File: config.mk
export PLATFORM = sky130hd
export DESIGN_NAME = instruction_fetch
export DESIGN_NICKNAME = d
export VERILOG_FILES = /design/src/rtl/instruction_fetch.sv
export SDC_FILE = /design/constraint.sdc
export NUM_CORES = 1
export LEC_CHECK = 0
export CORE_MARGIN = 4
export CORE_UTILIZATION = 45
export CTS_CLUSTER_DIAMETER = 40
export DETAILED_ROUTE_END_ITERATION = 10
export PLACE_DENSITY = 0.82
export SYNTH_ARGS = -nofsm -noshare
export SYNTH_HDL_FRONTEND = slang
export SYNTH_SLANG_ARGS = --single-unit
export TNS_END_PERCENT = 50
File: constraint.sdc
create_clock -name clock -period 3.7 [get_ports clock]
set_input_delay 0.555 -clock clock [delete_from_list [all_inputs] [get_ports clock]]
set_output_delay 0.555 -clock clock [all_outputs]
set_load 0.02 [all_outputs]
File: src/rtl/instruction_fetch.sv
// instruction_fetch: program counter plus instruction-memory fetch engine that
// hands each fetched word to the ControlUnit over a valid/ack handshake and
// computes the next PC from pc_sel, K and reg_target when the word is acked.
// Optional feature macro: FETCH_FAULT_EN. When it is defined, a misaligned
// next PC parks the block in a FAULT state. When it is undefined, the next PC
// is force-aligned and fault is tied low.
module instruction_fetch #(
  parameter int unsigned          ADDR_BITS  = 64,
  parameter int unsigned          INSTR_BITS = 32,
  parameter logic [ADDR_BITS-1:0] RESET_PC   = '0
) (
  input  logic                  clock,
  input  logic                  reset,
  output logic                  mem_req,
  output logic [ADDR_BITS-1:0]  mem_addr,
  input  logic                  mem_ready,
  input  logic [INSTR_BITS-1:0] mem_rdata,
  output logic [INSTR_BITS-1:0] instruction,
  output logic                  instr_valid,
  input  logic                  instr_ack,
  input  logic [1:0]            pc_sel,
  input  logic [ADDR_BITS-1:0]  K,
  input  logic [ADDR_BITS-1:0]  reg_target,
  output logic [ADDR_BITS-1:0]  pc,
  output logic                  fault
);

  localparam logic [1:0] IDLE   = 2'd0;
  localparam logic [1:0] FETCH  = 2'd1;
  localparam logic [1:0] ISSUED = 2'd2;
`ifdef FETCH_FAULT_EN
  localparam logic [1:0] FAULT  = 2'd3;
`endif

  logic [1:0]            state_q,       state_d;
  logic [ADDR_BITS-1:0]  pc_q,          pc_d;
  logic                  mem_req_q,     mem_req_d;
  logic [INSTR_BITS-1:0] instruction_q, instruction_d;
  logic                  instr_valid_q, instr_valid_d;
  logic [ADDR_BITS-1:0]  next_pc_c;
`ifdef FETCH_FAULT_EN
  logic                  fault_q,       fault_d;
`endif

  // Next-PC candidate; pc_sel 11 is reserved and behaves like sequential fetch.
  always_comb begin
    next_pc_c = pc_q + ADDR_BITS'(4);
    case (pc_sel)
      2'b01:   next_pc_c = pc_q + (K << 2);
      2'b10:   next_pc_c = reg_target;
      default: next_pc_c = pc_q + ADDR_BITS'(4);
    endcase
  end

  // Fetch/issue sequencing and next-state computation for all registered outputs.
  always_comb begin
    state_d       = state_q;
    pc_d          = pc_q;
    mem_req_d     = mem_req_q;
    instruction_d = instruction_q;
    instr_valid_d = instr_valid_q;
`ifdef FETCH_FAULT_EN
    fault_d       = fault_q;
`endif
    case (state_q)
      IDLE: begin
        state_d   = FETCH;
        mem_req_d = 1'b1;
      end
      FETCH: begin
        if (mem_ready) begin
          instruction_d = mem_rdata;
          mem_req_d     = 1'b0;
          instr_valid_d = 1'b1;
          state_d       = ISSUED;
        end
      end
      ISSUED: begin
        if (instr_ack && instr_valid_q) begin
          instr_valid_d = 1'b0;
`ifdef FETCH_FAULT_EN
          if (next_pc_c[1:0] != 2'b00) begin
            // Misaligned target: keep pc, stop fetching until reset.
            fault_d = 1'b1;
            state_d = FAULT;
          end else begin
            pc_d      = next_pc_c;
            mem_req_d = 1'b1;
            state_d   = FETCH;
          end
`else
          pc_d      = next_pc_c & ~ADDR_BITS'(3);
          mem_req_d = 1'b1;
          state_d   = FETCH;
`endif
        end
      end
`ifdef FETCH_FAULT_EN
      FAULT: begin
        mem_req_d     = 1'b0;
        instr_valid_d = 1'b0;
      end
`endif
      default: begin
        state_d       = IDLE;
        mem_req_d     = 1'b0;
        instr_valid_d = 1'b0;
      end
    endcase
  end

  // State and output registers with asynchronous reset.
  always_ff @(posedge clock or posedge reset) begin
    if (reset) begin
      state_q       <= IDLE;
      pc_q          <= RESET_PC;
      mem_req_q     <= 1'b0;
      instruction_q <= '0;
      instr_valid_q <= 1'b0;
`ifdef FETCH_FAULT_EN
      fault_q       <= 1'b0;
`endif
    end else begin
      state_q       <= state_d;
      pc_q          <= pc_d;
      mem_req_q     <= mem_req_d;
      instruction_q <= instruction_d;
      instr_valid_q <= instr_valid_d;
`ifdef FETCH_FAULT_EN
      fault_q       <= fault_d;
`endif
    end
  end

  assign mem_req     = mem_req_q;
  assign mem_addr    = pc_q;
  assign pc          = pc_q;
  assign instruction = instruction_q;
  assign instr_valid = instr_valid_q;
`ifdef FETCH_FAULT_EN
  assign fault       = fault_q;
`else
  assign fault       = 1'b0;
`endif

endmodule

==> results.ini <==
[outcome]
status = completed

[clock_tree]
cts_root_buffer = clkbuf_16
cts_tree = built
htreeDepth = 3
clk_pin_slew_worst_paths_ns = 0.08
ctsHoldBuffers = 0
cts_buffers = 9
clkLatencyLatePin_ns = 0.36
clock_sinks = 98
clk_path_buf_depth = 2

[synthesis]
synth.top_cell.area_share_pct = 28.8
synthAdderAreaFrac_pct = 9.20
synth-xor-area-share_pct = 5.25
syn_area_per_cell_sq_um = 8.05
synth_flop_cell = dfrtp_1
seq_area_frac_synth_pct = 28.8
synth_area_sq_mm = 0.00851
synth_top_family_by_area = compound AO/OA/AOI/OAI gates
synth_compound_area_share_pct = 22.8
synthCells = 1057
yosysUniqueCellTypes = 65
synth-simple-area-share_pct = 20.0
synth_edf_count = 0
ys_ff_latch = 98
ys_top_cells_by_area = dfrtp_1 29%, ha_1 9.0%, a21oi_1 7.7%
synth_area_leader_cell = dfrtp_1
ys_warn_count = 0
async_reset_ff_share_pct = 100
synth_mux_area_share_pct = 4.94

[critical_path]
cp-start-kind = input pin
crit_fanout = 17
crit_buf_inv = 5
crit_path_max_incr_delay_ns = 0.34
r2r_setup_slack_ns = 0.19
cp_cell_sequence = buf_8, nor2b_4, buf_12, buf_12, and2_1, ha_1, nand4_1, o22a_1, and3_1, a21oi_1, o41ai_1, buf_4, o311ai_1, buf_4, xor2_1, nand2_1, a21oi_1
cp-end-kind = register
cp_top_family = compound AO/OA/AOI/OAI gates
cp.arrival_ns = 3.85
required_ns = 3.98
slowest_stage = o311ai_1
worstSetupPathType = input pin to register

[global_routing]
grt_pass1_wl_um = 48700
grt_overflow_total = 0
grt_max_degree = 95
first_global_vias = 9549
antenna_found_initial = 0
grt_usage_pct = 27.9

[floorplan]
initial_core_util_pct = 45.7
dieWidth_um = 146
core_sq_mm = 0.0186
ioPinCount = 329
fp.dieH_um = 146
rows = 50
dieArea_sq_mm = 0.0212

[routing]
drtAntennaViolNets = 0
drt_iter0_drc = 533
drc = 0
vias_per_cell = 5.49
drt_wl_total_um = 31100
wire_per_inst_um = 18.2
dr_total_vias = 9398
dr.pass1.iters = 5

[placed_design]
pre_cts_ws_ns = -0.721
numPortBuffers = 319
dp_hpwl_um = 23900
gp_congestion = 0.932

[timing]
finClkSkew_ns = 0.00953
worst_pin_slew_ns = 0.645
setup_viol = 0
fmax_mhz = 280
min_period_ns = 3.57
relSlewSlack_pct = 57.0
fin_crit_sh_pct = 96.4
setup_slack_ns = 0.133
hold_viol = 0
drv_slew = 0

[power_and_ir_drop]
total_power_w = 0.00951
p_clk_share_pct = 10.5
internal_power_w = 0.00530
pwr-share-seq_pct = 22.6
pwr-share-comb_pct = 66.9
powerDensity_mw_per_mm2 = 710
p_sw_share_pct = 44.3
p_leak_nw = 6.02
worst_ir_drop_vdd_uv = 565
p_sw_w = 0.00422

[cells_and_area]
syn2layout_area_growth_pct = 57.3
num_antenna_cells = 0
drive_gt1_share_pct = 20.1
nets = 1702
final_cell_mix = 315 x clkdlybuf4s50_1, 199 x buf_4, 124 x a21oi_1
final_common_cell = clkdlybuf4s50_1

[hold_path]
hold_class = register to register

[job]
max_cap_violations = 0

metrics by stage:
step / setup TNS (ns) / area (sq um) / util, % / hold WS (ns) / cells
2_1_floorplan: -0.0295 / 8530 / - / 0.510 / 1061
3_3_place_gp: -15.47 / 12800 / 68.7 / 0.487 / 1686
3_5_place_dp: -18.88 / 12800 / 68.7 / 0.492 / 1686
4_1_cts: -0.0145 / 13200 / 70.9 / 0.515 / 1706
5_1_grt: -0.0376 / 13400 / 71.8 / 0.528 / 1713
6_report: 0 / 13400 / 71.8 / 0.513 / 1713
power by group through the flow:
stage	Clock [W]	Combinational, W	Sequential, W
2_1_floorplan	0	0.00296	0.00259
3_3_place_gp	0	0.00608	0.00212
3_5_place_dp	0	0.00620	0.00215
4_1_cts	0.00101	0.00627	0.00214
5_1_grt	0.00106	0.00681	0.00222
6_report	0.00100	0.00636	0.00215
synthesized netlist by cell type, types with 15 or more instances:
cell type  count
ha_1          61
inv_1         16
dfrtp_1       98
nand2_1      104
and2_1        63
nand3_1       19
xor2_1        21
a21oi_1      131
mux2_2        32
clkbuf_1      49
xnor2_1       30
nor3_1        15
a21o_1        17
buf_4         67
nor2_1        75
and3_1        24
o21ai_0       91
state kept, by name (all words and copies together), names as in the netlist:
name         flops
instr_valid      1
instruction     32
mem_addr        62
mem_req          1
state_q          2
per-layer routing:
metal  wire length [um]  GRT usage (%)  part of all wire, %
met1              12800           33.7                   41
met2              15300           49.4                   49
met3               2090           6.82                  6.7
met4                908           7.83                  2.9
met5                  0              0                    0
what timing repair did:
action                     CTS  global route
setup endpoints to repair   32             9
gates cloned                 0             0
resized for setup           26            27
pin swaps                   11            17
setup buffers                4             7
final timing paths:
check	end	cells after the start	from
worst max-delay path	mem_addr[27]	17	pc_sel[0]
worst min register to register	instruction[20]	1	instruction[20]
worst min-delay path	instruction[20]	1	instruction[20]
max in group asynchronous	mem_addr[51]	3	reset
worst max register to register	mem_addr[62]	13	mem_addr[2]
min in group asynchronous	instruction[6]	2	reset
cell type report:
type | instances | area (sq um)
clock buffers | 9 | 225
inverters | 16 | 62.6
fillers | 1473 | 5250
repair buffers | 522 | 4760
multi-input cells | 827 | 5520
flip-flops and latches | 98 | 2450
clock inverters | 7 | 81.3
well taps | 234 | 293
logic make-up (layout without fill, tap and decap cells):
group	after synthesis	in the layout
mux	38	38
simple gates	348	348
buf+inv	136	554
xor+xnor	51	51
flops	98	98
compound gates	323	323
fa+ha+maj	62	62
other cells	1	5
Note: power is estimated with default switching activity, not from simulation.
